`src/rtl/vpu_wb_pkg.sv`:
```
// Shared widths and FSM encoding for the VPU-to-unified-buffer writeback path.
package vpu_wb_pkg;

    localparam int DATA_W     = 16;
    localparam int ADDR_W     = 16;
    localparam int ROWS_W     = 8;
    localparam int FIFO_DEPTH = 4;
    localparam int PTR_W      = $clog2(FIFO_DEPTH);

    typedef enum logic [1:0] {
        ST_IDLE = 2'd0,
        ST_RUN  = 2'd1,
        ST_DONE = 2'd2
    } wb_state_e;

endpackage

```
`src/rtl/lane_fifo.sv`:
```
// Small synchronous FIFO for one VPU lane; a push into a full FIFO is dropped
// and reported unless a pop frees a slot in the same cycle.
module lane_fifo
    import vpu_wb_pkg::*;
(
    input  logic                     clk,
    input  logic                     rst,
    input  logic                     flush,
    input  logic                     push,
    input  logic                     pop,
    input  logic signed [DATA_W-1:0] wdata,
    output logic signed [DATA_W-1:0] rdata,
    output logic                     full,
    output logic                     empty,
    output logic                     drop
);

    localparam logic [PTR_W:0] DEPTH_CNT = (PTR_W + 1)'(FIFO_DEPTH);

    logic signed [DATA_W-1:0] mem_q [FIFO_DEPTH];
    logic [PTR_W-1:0]         wr_ptr_q, wr_ptr_d;
    logic [PTR_W-1:0]         rd_ptr_q, rd_ptr_d;
    logic [PTR_W:0]           count_q, count_d;
    logic                     do_push, do_pop;

    assign full    = (count_q == DEPTH_CNT);
    assign empty   = (count_q == '0);
    assign do_pop  = pop && !empty;
    assign do_push = push && (!full || do_pop);
    assign drop    = push && full && !do_pop;
    assign rdata   = mem_q[rd_ptr_q];

    always_comb begin
        // NOTE: every always_comb output gets a default first so no latch is inferred.
        wr_ptr_d = wr_ptr_q;
        rd_ptr_d = rd_ptr_q;
        count_d  = count_q;
        if (flush) begin
            wr_ptr_d = '0;
            rd_ptr_d = '0;
            count_d  = '0;
        end else begin
            if (do_push) wr_ptr_d = wr_ptr_q + 1'b1;
            if (do_pop)  rd_ptr_d = rd_ptr_q + 1'b1;
            if (do_push && !do_pop)      count_d = count_q + 1'b1;
            else if (do_pop && !do_push) count_d = count_q - 1'b1;
        end
    end

    // NOTE: state flops use non-blocking assignments so every flop samples pre-edge values.
    always_ff @(posedge clk or posedge rst) begin
        if (rst) begin
            wr_ptr_q <= '0;
            rd_ptr_q <= '0;
            count_q  <= '0;
        end else begin
            wr_ptr_q <= wr_ptr_d;
            rd_ptr_q <= rd_ptr_d;
            count_q  <= count_d;
        end
    end

    // NOTE: storage is not reset; the count gates every read, so stale contents are never seen.
    always_ff @(posedge clk) begin
        if (do_push && !flush) mem_q[wr_ptr_q] <= wdata;
    end

endmodule

```
`src/rtl/vpu_ub_writer.sv`:
```
// Pairs the two VPU lane streams row by row and writes them to the unified
// buffer at consecutive addresses through a ready/valid output register.
module vpu_ub_writer
    import vpu_wb_pkg::*;
(
    input  logic                     clk,
    input  logic                     rst,
    input  logic                     start,
    input  logic [ADDR_W-1:0]        base_addr,
    input  logic [ROWS_W-1:0]        num_rows,
    input  logic signed [DATA_W-1:0] vpu_data_in_1,
    input  logic signed [DATA_W-1:0] vpu_data_in_2,
    input  logic                     vpu_valid_in_1,
    input  logic                     vpu_valid_in_2,
    input  logic                     ub_wr_ready,
    output logic                     ub_wr_en,
    output logic [ADDR_W-1:0]        ub_wr_addr,
    output logic signed [DATA_W-1:0] ub_wr_data_1,
    output logic signed [DATA_W-1:0] ub_wr_data_2,
    output logic                     busy,
    output logic                     done,
    output logic                     overflow
);

    wb_state_e                state_q, state_d;
    logic [ADDR_W-1:0]        base_q, base_d;
    logic [ROWS_W-1:0]        rows_q, rows_d;
    logic [ROWS_W-1:0]        pop_cnt_q, pop_cnt_d;
    logic [ROWS_W-1:0]        wr_cnt_q, wr_cnt_d;
    logic                     out_vld_q, out_vld_d;
    logic [ADDR_W-1:0]        addr_q, addr_d;
    logic signed [DATA_W-1:0] d1_q, d1_d;
    logic signed [DATA_W-1:0] d2_q, d2_d;
    logic                     ovf_q, ovf_d;

    logic                     run, flush, accept, pop;
    logic                     push_1, push_2;
    logic signed [DATA_W-1:0] rdata_1, rdata_2;
    logic                     full_1, full_2, empty_1, empty_2, drop_1, drop_2;

    assign run    = (state_q == ST_RUN);
    assign flush  = (state_q == ST_DONE);
    assign accept = out_vld_q && ub_wr_ready;
    assign push_1 = run && vpu_valid_in_1;
    assign push_2 = run && vpu_valid_in_2;
    // Rows leave only as complete pairs, and never beyond the job length.
    assign pop    = run && !empty_1 && !empty_2 && (!out_vld_q || accept)
                    && (pop_cnt_q != rows_q);

    lane_fifo u_fifo_1 (
        .clk   (clk),
        .rst   (rst),
        .flush (flush),
        .push  (push_1),
        .pop   (pop),
        .wdata (vpu_data_in_1),
        .rdata (rdata_1),
        .full  (full_1),
        .empty (empty_1),
        .drop  (drop_1)
    );

    lane_fifo u_fifo_2 (
        .clk   (clk),
        .rst   (rst),
        .flush (flush),
        .push  (push_2),
        .pop   (pop),
        .wdata (vpu_data_in_2),
        .rdata (rdata_2),
        .full  (full_2),
        .empty (empty_2),
        .drop  (drop_2)
    );

    always_comb begin
        state_d   = state_q;
        base_d    = base_q;
        rows_d    = rows_q;
        pop_cnt_d = pop_cnt_q;
        wr_cnt_d  = wr_cnt_q;
        out_vld_d = out_vld_q;
        addr_d    = addr_q;
        d1_d      = d1_q;
        d2_d      = d2_q;
        ovf_d     = ovf_q || drop_1 || drop_2;

        unique case (state_q)
            ST_IDLE: begin
                if (start) begin
                    base_d    = base_addr;
                    rows_d    = num_rows;
                    pop_cnt_d = '0;
                    wr_cnt_d  = '0;
                    ovf_d     = 1'b0;
                    state_d   = (num_rows == '0) ? ST_DONE : ST_RUN;
                end
            end
            ST_RUN: begin
                if (accept) begin
                    wr_cnt_d = wr_cnt_q + 1'b1;
                    if (wr_cnt_q == rows_q - 1'b1) state_d = ST_DONE;
                end
            end
            ST_DONE: state_d = ST_IDLE;
            default: state_d = ST_IDLE;
        endcase

        if (pop) begin
            out_vld_d = 1'b1;
            addr_d    = base_q + ADDR_W'(pop_cnt_q);
            d1_d      = rdata_1;
            d2_d      = rdata_2;
            pop_cnt_d = pop_cnt_q + 1'b1;
        end else if (accept) begin
            out_vld_d = 1'b0;
        end
    end

    always_ff @(posedge clk or posedge rst) begin
        if (rst) begin
            state_q   <= ST_IDLE;
            base_q    <= '0;
            rows_q    <= '0;
            pop_cnt_q <= '0;
            wr_cnt_q  <= '0;
            out_vld_q <= 1'b0;
            addr_q    <= '0;
            d1_q      <= '0;
            d2_q      <= '0;
            ovf_q     <= 1'b0;
        end else begin
            state_q   <= state_d;
            base_q    <= base_d;
            rows_q    <= rows_d;
            pop_cnt_q <= pop_cnt_d;
            wr_cnt_q  <= wr_cnt_d;
            out_vld_q <= out_vld_d;
            addr_q    <= addr_d;
            d1_q      <= d1_d;
            d2_q      <= d2_d;
            ovf_q     <= ovf_d;
        end
    end

    assign ub_wr_en     = out_vld_q;
    assign ub_wr_addr   = addr_q;
    assign ub_wr_data_1 = d1_q;
    assign ub_wr_data_2 = d2_q;
    assign busy         = (state_q == ST_RUN);
    assign done         = (state_q == ST_DONE);
    assign overflow     = ovf_q;

endmodule

```
`config.mk`:
```
export PLATFORM = sky130hd
export DESIGN_NAME = vpu_ub_writer
export DESIGN_NICKNAME = d
export VERILOG_FILES = /design/src/rtl/vpu_wb_pkg.sv /design/src/rtl/lane_fifo.sv /design/src/rtl/vpu_ub_writer.sv
export SDC_FILE = /design/constraint.sdc
export NUM_CORES = 1
export LEC_CHECK = 0
export CAP_MARGIN = 40
export CORE_MARGIN = 3
export CORE_UTILIZATION = 35
export CTS_BUF_LIST = sky130_fd_sc_hd__clkbuf_2
export CTS_CLUSTER_SIZE = 25
export DETAILED_ROUTE_END_ITERATION = 6
export GPL_ROUTABILITY_DRIVEN = 0
export PLACE_DENSITY = 0.53
export SYNTH_ARGS = -nofsm -noshare
export SYNTH_HDL_FRONTEND = slang
export SYNTH_SLANG_ARGS = --single-unit
```
`constraint.sdc`:
```
create_clock -name clk -period 4.26 [get_ports clk]
set_clock_uncertainty 0.05 [all_clocks]
set_input_delay 0.852 -clock clk [delete_from_list [all_inputs] [get_ports clk]]
set_output_delay 0.852 -clock clk [all_outputs]
set_load 0.02 [all_outputs]
```
After elaboration in Yosys (flattened, before gate mapping)
Memory sizes are Yosys's and may differ from the RTL's. A register that Yosys moved wholly into a read port is not among the register bits.
Index checks and enable logic that the tools add are counted.
{"block": "totals", "regBits": 74, "latch_bits": 0, "ramBits": 128, "romBits": 0, "inputBits": 62, "out_inout_bits": 52, "elab_cells": 123, "mem_count": 2}
{"name": "u_fifo_1.mem_q", "depth": 4, "word_bits": 16, "rd": 1, "rd_clocked_by_memory_dff": 1, "wr": 1, "line": "lane_fifo.sv:20", "rtl": "logic signed [DATA_W-1:0] mem_q [FIFO_DEPTH];"}
{"name": "u_fifo_2.mem_q", "depth": 4, "word_bits": 16, "rd": 1, "rd_clocked_by_memory_dff": 1, "wr": 1, "line": "lane_fifo.sv:20"}
{"block": "classes", "addsub": 12, "mul": 0, "div": 0, "order_cmp": 0, "n_eq_ne": 9, "shifts": 0, "mux": 32, "bitwise_logic": 0, "reduce_logical": 54}
{"cell": "$mux 8", "n": 4}
{"cell": "$mux 2", "n": 12}
{"cell": "$logic_and 1x1->1", "n": 21}
{"cell": "$mux 3", "n": 6}
{"cell": "$add 16x8->16", "n": 1}
{"cell": "$add 8x1->8 const B", "n": 2}
{"cell": "$pmux 8 s2", "n": 1}
{"cell": "$reduce_bool 2->1", "n": 8}
{"cell": "$logic_not 1->1", "n": 10}
{"cell": "$add 2x1->2 const B", "n": 4}
{"cell": "$eq 8x8->1", "n": 1}
{"cell": "$logic_not 8->1", "n": 1}
{"cell": "$mux 1", "n": 8}
{"cell": "$ne 8x8->1", "n": 1}
{"cell": "$sub 8x1->8 const B", "n": 1}
{"cell": "$add 3x1->3 const B", "n": 2}
{"cell": "$eq 3x3->1 const B", "n": 2}
{"cell": "$logic_not 3->1", "n": 2}
{"cell": "$reduce_and 3->1", "n": 2}
{"cell": "$reduce_bool 3->1", "n": 2}
{"cell": "$sub 3x1->3 const B", "n": 2}
{"cell": "$logic_or 1x1->1", "n": 5}
{"cell": "$ne 2x1->1 const B", "n": 2}
{"cell": "$pmux 2 s2", "n": 1}
{"cell": "5 further kinds", "n": 6}

Depth between registers and ports, before layout
Gate-level depths: netlist of run 1.
{"block": "depth", "word_depth": 14, "ltp_mapped": 11, "depth_no_buf": 9}

Cells and area by module
From an unflattened synthesis of run 1, not the netlist that was laid out.
{"block": "hier_totals", "hier_cells": 745, "hier_area_um2": 10411.2}
{"module": "lane_fifo", "n_inst": 2, "cells_each": 149, "area_per_inst_um2": 2900.3}
{"module": "vpu_ub_writer", "n_inst": 1, "cells_each": 447, "area_per_inst_um2": 4610.7}

Worst setup path after synthesis of run 1
Ideal clock, no wire load.
{"block": "synth_timing", "kind": "input to register", "start": "input ub_wr_ready", "end": "register u_fifo_2.count_q[2]", "setup_ns": 0.121, "arrival_time_ns": 2.508, "t_required_ns": 4.089, "path_slack_ns": 1.581, "path_stages": 9, "n_path_buf": 1, "cell_sequence": "nand2b_1 > nor4b_2 > o21a_1 > buf_4 > nor3_2 > fa_1 > nor4b_1 > nor3_1 > a22o_1"}
{"block": "synth_via", "elab_chain_cells": 10}
{"item": "start: declaration", "line": "vpu_ub_writer.sv:15", "rtl": "input logic ub_wr_ready,"}
{"item": "$logic_and 1x1->1 *", "line": "vpu_ub_writer.sv:43", "rtl": "assign accept = out_vld_q && ub_wr_ready;"}
{"item": "$logic_or 1x1->1 *", "line": "vpu_ub_writer.sv:47", "rtl": "assign pop = run && !empty_1 && !empty_2 && (!out_vld_q || accept)"}
{"item": "$logic_and 1x1->1 *", "line": "vpu_ub_writer.sv:47"}
{"item": "$logic_and 1x1->1 *", "line": "vpu_ub_writer.sv:48", "rtl": "&& (pop_cnt_q != rows_q);"}
{"item": "$logic_and 1x1->1 *", "line": "lane_fifo.sv:28", "rtl": "assign do_pop = pop && !empty;"}
{"item": "$logic_or 1x1->1", "line": "lane_fifo.sv:29", "rtl": "assign do_push = push && (!full || do_pop);"}
{"item": "$logic_and 1x1->1", "line": "lane_fifo.sv:29"}
{"item": "$logic_and 1x1->1 / $logic_not 1->1 (equally long branches)", "line": "lane_fifo.sv:45, lane_fifo.sv:46"}
{"item": "$mux 3 / $logic_and 1x1->1 (equally long branches)", "line": "lane_fifo.sv:45, lane_fifo.sv:46"}
{"item": "$mux 3 / $reduce_bool 3->1 (equally long branches)"}
{"item": "end signal: assignment", "line": "lane_fifo.sv:59", "rtl": "count_q <= count_d;"}
{"item": "end: declaration", "line": "lane_fifo.sv:23", "rtl": "logic [PTR_W:0] count_q, count_d;"}
Mark *: on every way between the ends. The rest lies on a longest branch, timed or not.
A chain may end at the register's enable or synchronous reset.

Final worst setup path of run 1
{"block": "layout_timing", "start": "register state_q[0]", "end": "output done"}
{"block": "layout_via", "elab_chain_cells": 1}
{"item": "start: declaration", "line": "vpu_ub_writer.sv:25", "rtl": "wb_state_e state_q, state_d;"}
{"item": "start signal: assignment", "line": "vpu_ub_writer.sv:133", "rtl": "state_q <= state_d;"}
{"item": "$eq 2x2->1", "line": "vpu_ub_writer.sv:151", "rtl": "assign done = (state_q == ST_DONE);"}
{"item": "end: declaration", "line": "vpu_ub_writer.sv:21", "rtl": "output logic done,"}
Every way passes these cells.

==> results of run 1 <==
==> layout by cell type, fill, tap and decap left out, types with 4 or more instances in the layout <==
master           Yosys  layout
nand2_1            203     203
edfxtp_1           128     128
clkdlybuf4s50_1      0     113
dfrtp_1            106     106
clkbuf_2             0      88
nor2_1              35      35
mux4_2              32      32
o21ai_0             25      25
xnor2_1             24      24
xor2_1              22      22
clkinv_1             0      21
ha_1                19      19
a21oi_1             14      14
buf_4                5      14
inv_1               14      13
nand4_1             10      10
and3_1              10      10
nand3_1              9       9
and2_1               9       9
nor3_1               8       8
nand2b_1             5       5
nor2b_1              5       5
mux2i_1              4       4
nor4_1               4       4
o21ai_1              5       4
==> layout make-up <==
| cell class | count | area, um^2 |
|---|---|---|
| diodes | 1 | 2.50 |
| clock buffers | 88 | 440 |
| clock inverters | 24 | 123 |
| fillers | 2649 | 15800 |
| inverters | 15 | 58.8 |
| multi-input cells | 484 | 3330 |
| flip-flops and latches | 234 | 6500 |
| well taps | 378 | 473 |
| repair buffers | 131 | 1310 |
==> registers in the layout, summed over array words and instances, names as in the netlist <==
name,flops
u_fifo_2.wr_ptr_q,2
u_fifo_1.count_q,3
wr_cnt_q,8
state_q,2
u_fifo_2.mem_q,64
u_fifo_1.wr_ptr_q,2
base_q,16
ub_wr_addr,16
u_fifo_2.rd_ptr_q,2
ub_wr_data_1,16
u_fifo_1.mem_q,64
rows_q,8
u_fifo_2.count_q,3
pop_cnt_q,8
ub_wr_en,1
u_fifo_1.rd_ptr_q,2
overflow,1
ub_wr_data_2,16
==> per-stage QoR <==
stage | total power, mW | cell area [um^2] | std cells | hold WS (ns) | worst slack, ns
floorplan | 6.58 | 10000 | 768 | 0.402 | 0.569
global placement | 7.86 | 11600 | 1239 | 0.410 | 0.889
detailed placement | 7.95 | 11700 | 1242 | 0.414 | 0.874
CTS | 9.55 | 12200 | 1354 | 0.400 | 0.782
global route | 10.2 | 12200 | 1355 | 0.385 | 0.715
finish | 9.33 | 12200 | 1355 | 0.435 | 0.877
==> worst max-delay path, cell delays in order (launching register included) <==
cell             delay (ns)
dfrtp_1                0.45
nor2b_1                0.51
clkdlybuf4s50_1        0.74
==> path summary, 6_finish.rpt <==
check,start,end,slack [ns],cells past startpoint
worst max register to register,rows_q[2]$_DFFE_PP0P_,u_fifo_1.count_q[1]$_DFFE_PP0P_,1.41,7
worst max-delay path,state_q[0]$_DFFE_PP0P_,done,0.88,2
worst min-delay path,ub_wr_data_2[8]$_DFFE_PP0P_,ub_wr_data_2[8]$_DFFE_PP0P_,0.44,2
max in group asynchronous,rst,u_fifo_1.count_q[1]$_DFFE_PP0P_,3.15,3
worst min register to register,ub_wr_data_2[8]$_DFFE_PP0P_,ub_wr_data_2[8]$_DFFE_PP0P_,0.44,2
min in group asynchronous,rst,ub_wr_addr[12]$_DFFE_PP0P_,0.46,3
==> routing by layer <==
layer / share of wire [%] / routed length (um) / track usage, % / vias up
met5: 0 / 0 / 0 / -
met4: 1.7 / 367 / 4.19 / 0
met3: 6.1 / 1300 / 3.87 / 34
met2: 45 / 9690 / 21.9 / 147
met1: 47 / 10100 / 19.7 / 3000
li1: - / - / - / 3061
==> cell families (layout without fill, tap and decap cells) <==
| logic type | Yosys count | count (layout) |
|---|---|---|
| AND/OR/NAND/NOR | 307 | 307 |
| flip-flops | 234 | 234 |
| AO/OA/AOI/OAI | 70 | 70 |
| buffers and inverters | 50 | 258 |
| XOR/XNOR | 47 | 47 |
| multiplexers | 38 | 38 |
| adder cells (fa/ha/maj) | 22 | 22 |
| other | 0 | 1 |
==> power breakdown <==
group / switching, mW / total (mW) / internal (mW)
logic: 2.24 / 4.02 / 1.78
clock network: 0.905 / 1.52 / 0.620
registers: 0.571 / 3.78 / 3.21
==> run_results.csv, run 1 <==
group,metric,value,unit
placed_design,io_buffer_count,113,
floorplanning,initial_core_util,35.8,%
clock_network,cts_sinks,234,
sta,period_share,79.4,%
synth,synth-async-reset-ratio,45.3,%
sta,report.final.slew_viol_count,0,
placed_design,place_hpwl,13600,um
synth,synth.distinct_cells,54,
clock_network,cts_tree,"built",
route,avgRoutedWirePerCell,15.8,um
setup_path,cp.required,3.36,ns
clock_network,numCtsBuffers,60,
sta,min_period,3.38,ns
clock_network,clk_latency,0.81,ns
clock_network,cts_max_path_buffers,3,
sta,hold_violations,0,
layout,fin_nets,1010,
floorplanning,pin_count,114,
floorplanning,core_region_area,0.0280,mm^2
setup_path,cp-end-kind,"output pin",
clock_network,cts-htree-levels,2,
synth,synth_ff_type,"edfxtp_1",
setup_path,crit_type,"reg2out",
synth,synthAdderAreaFrac,2.97,%
synth,synth.most_common_cell,"nand2_1",
clock_network,cts-root-buf,"clkbuf_2",
floorplanning,dieHeight,175,um
layout,drive_above_1_share,16.3,%
sta,setup_viol,0,
grt,grt_pass1_wl,35000,um
clock_network,cts.reportedPaths.clkPinSlew,0.10,ns
synth,synth-xor-area-share,4.18,%
power_and_ir_drop,powerDensity,763,mW/mm^2
sta,slew_headroom,46.3,%
synth,muxShareOfSynthArea,7.80,%
layout,area_growth,21.9,%
outcome,status,"completed",
route,firstDrtPassIters,4,
synth,synth.area.top_cells,"edfxtp_1 (38%), dfrtp_1 (26%), nand2_1 (7.6%)",
grt,grt_max_degree,107,
synth,postSynthCellCount,768,
route,post-route-drc-count,0,
route,vias,6242,
synth,synth_area,0.0100,mm^2
synth,synth_seq_cells,234,
route,drt_iter0_drc,300,
grt,grt_pass1_vias,6575,
grt,overflow,0,
synth,synth_commonest_cells,"nand2_1 (203), edfxtp_1 (128), dfrtp_1 (106)",
route,wirelength,21500,um
synth,ys.warnings.count,0,
synth,yosys.area.top_type_share,38.3,%
synth,synthSimpleGateAreaFrac,13.4,%
clock_network,cts_resized,0,
floorplanning,die_area,0.0307,mm^2
sta,rsz0062_at_grt,"false",
sta,fmax,296,MHz
grt,grtUsageTotal,14.2,%
synth,syn_avg_cell_area,13.1,um^2
synth,syn_nets,852,
route,vias_per_cell,4.61,
synth,ys_seq_area_share,64.7,%
synth,synth_compound_gate_area_share,4.60,%
floorplanning,die_width,175,um
power_and_ir_drop,power.leakage,4.96,nW
sta,tightest_slew,0.806,ns
worst_hold_path,hp-class,"reg2reg",
synth,yosysTopAreaCell,"edfxtp_1",
power_and_ir_drop,vdd_ir_drop_max,366,uV
layout,fin_util,43.7,%
job,cap_viol_max_count,0,
setup_path,cp_max_fo,6,
clock_network,postCtsSetupBuffers,0,
setup_path,start_kind,"flop",
route,detail-route-antenna-nets,0,
grt,antenna_found_initial,1,
sta,fin_tns_setup,0,ns
synth,synth_edf_count,128,
floorplanning,num_rows,61,
setup_path,cp.arrival,2.48,ns
synth,synth_top_family_by_area,"simple AND/OR/NAND/NOR gates",
clock_network,holdBufCountCts,0,
No activity file was read; power rests on OpenSTA's default activity.
==> run 2: changes to the inputs <==
- PLACE_DENSITY: 0.53 -> 0.55
- clock period: 4.26 -> 2.9 ns (I/O delays scaled with it)
==> run_results.csv, run 2 (synthesis results as in run 1) <==
group,metric,value,unit
sta,tightest_slew,0.827,ns
power_and_ir_drop,power.leakage,5.02,nW
route,drt_iter0_drc,279,
clock_network,cts_max_path_buffers,3,
setup_path,start_kind,"flop",
setup_path,cpMaxStageDelayCell,"clkdlybuf4s50_1",
layout,drive_above_1_share,17.7,%
layout,final_cell_mix,"nand2_1 (203), edfxtp_1 (128), clkdlybuf4s50_1 (112)",
sta,period_share,94.5,%
grt,grt_pass1_wl,34300,um
floorplanning,die_width,175,um
floorplanning,dieHeight,175,um
power_and_ir_drop,pwr-share-clk,15.3,%
clock_network,holdBufCountCts,0,
placed_design,pre_cts_ws,-0.108,ns
layout,fin_util,44.3,%
floorplanning,die_area,0.0307,mm^2
floorplanning,pin_count,114,
sta,hold_violations,0,
setup_path,cp.arrival,2.11,ns
clock_network,cts_tree,"built",
layout,fin_nets,1022,
route,avgRoutedWirePerCell,15.4,um
clock_network,cts.reportedPaths.clkPinSlew,0.11,ns
setup_path,critical-path-top-delay-family,"buffers and inverters",
placed_design,place_hpwl,13800,um
placed_design,io_buffer_count,113,
grt,overflow,0,
grt,antenna_found_initial,1,
clock_network,numCtsBuffers,60,
outcome,status,"completed",
job,cap_viol_max_count,0,
route,vias_per_cell,4.62,
floorplanning,initial_core_util,35.8,%
sta,fmax,365,MHz
sta,rsz0062_at_grt,"false",
power_and_ir_drop,powerDensity,1110,mW/mm^2
route,wirelength,21000,um
layout,mostFrequentLayoutCell,"nand2_1",
setup_path,cp.buffers_inverters,1,
power_and_ir_drop,p_sw_share,39.7,%
clock_network,clk_latency,0.82,ns
placed_design,dp_cells,1254,
sta,whs,0.100,ns
setup_path,crit_type,"reg2out",
layout,fin_cells,1364,
setup_path,worst_path_largest_cell_delay,0.65,ns
grt,grt_max_degree,74,
grt,grtUsageTotal,13.8,%
power_and_ir_drop,pwr-share-seq,39.6,%
power_and_ir_drop,combPwrFrac,45.1,%
clock_network,cts-htree-levels,2,
setup_path,cp.required,2.27,ns
route,firstDrtPassIters,7,
sta,slew_headroom,44.9,%
setup_path,cp-end-kind,"output pin",
grt,grt_pass1_vias,6615,
sta,fin_tns_setup,0,ns
clock_network,cts-root-buf,"clkbuf_2",
sta,setup_viol,0,
route,vias,6297,
sta,setup_ws,0.159,ns
setup_path,worstPathCellList,"nor2b_4, clkdlybuf4s50_1",
sta,min_period,2.74,ns
power_and_ir_drop,switching_power,5.49,mW
layout,design_area,0.0124,mm^2
floorplanning,num_rows,61,
setup_path,cp_max_fo,6,
layout,n_fill_cell,2608,
power_and_ir_drop,report.power.total,13.8,mW
clock_network,cts_sinks,234,
route,detail-route-antenna-nets,0,
power_and_ir_drop,vdd_ir_drop_max,736,uV
placed_design,place_area,0.0119,mm^2
floorplanning,core_region_area,0.0280,mm^2
layout,largestRegisters,"u_fifo_1.mem_q x64, u_fifo_2.mem_q x64",
route,post-route-drc-count,0,
power_and_ir_drop,power.internal,8.33,mW
worst_hold_path,hp-class,"in2async",
sta,report.final.slew_viol_count,0,
layout,area_growth,23.6,%
run 2: cell types whose count changed in the layout (fill, tap and decap cells not counted), sizes merged:
| cell | change |
|---|---|
| clkinvlp | +2 |
| bufinv | -1 |
| clkinv | -2 |
| clkbuf | -2 |
| buf | +12 |
| clkdlybuf4s50 | -1 |
| dlygate4sd2 | +1 |
run 2: layout make-up:
type,instances,area (um^2),area share (%)
Antenna cell,1,2.50,0.0202
Clock buffer,86,430,3.47
Clock inverter,23,103,0.827
Inverter,15,60.1,0.484
Multi-Input combinational cell,484,3330,26.9
Sequential cell,234,6500,52.4
Tap cell,378,473,3.81
Timing Repair Buffer,143,1510,12.1
run 2: timing repair:
item	CTS	global route
gates resized for setup	4	0
setup endpoints to repair	2	0
buffers inserted	0	0
run 2: worst paths after layout:
| check | startpoint | to | slack, ns | cells past startpoint |
|---|---|---|---|---|
| max | state_q[0]$_DFFE_PP0P_ | done | 0.16 | 2 |
| max in group asynchronous | rst | ub_wr_data_1[1]$_DFFE_PP0P_ | 2.11 | 3 |
| min in group clk | base_addr[3] | base_q[3]$_DFFE_PP0P_ | 0.24 | 3 |
| min reg2reg | ub_wr_data_1[5]$_DFFE_PP0P_ | ub_wr_data_1[5]$_DFFE_PP0P_ | 0.43 | 2 |
| min | rst | u_fifo_1.rd_ptr_q[0]$_DFFE_PP0P_ | 0.10 | 2 |
| max reg2reg | state_q[1]$_DFFE_PP0P_ | u_fifo_1.count_q[2]$_DFFE_PP0P_ | 0.39 | 9 |
run 2: per-layer routing:
| layer | up-vias | routed length, um | global-route usage [%] |
|---|---|---|---|
| met4 | 0 | 209 | 4.36 |
| met3 | 21 | 1280 | 3.24 |
| met2 | 156 | 9690 | 21.9 |
| li1 | 3090 | - | - |
| met5 | - | 0 | 0 |
| met1 | 3030 | 9780 | 18.9 |
run 2: worst register-to-register path, cell delays in order (launching register included):
cell and delay [ns]:
dfrtp_1 0.44, nand2b_1 0.24, nor4b_2 0.24, buf_4 0.16
o21a_2 0.19, nor3_2 0.07, fa_1 0.45, nor4b_1 0.32
nor3_1 0.08, a22o_1 0.17
run 2: power groups by stage:
stage	Combinational [mW]	Clock (mW)	Sequential (mW)
2_1_floorplan	4.03	0	5.63
3_3_place_gp	6.30	0	5.54
3_5_place_dp	6.35	0	5.55
4_1_cts	6.37	2.24	5.49
5_1_grt	6.99	2.39	5.62
6_report	6.23	2.12	5.47
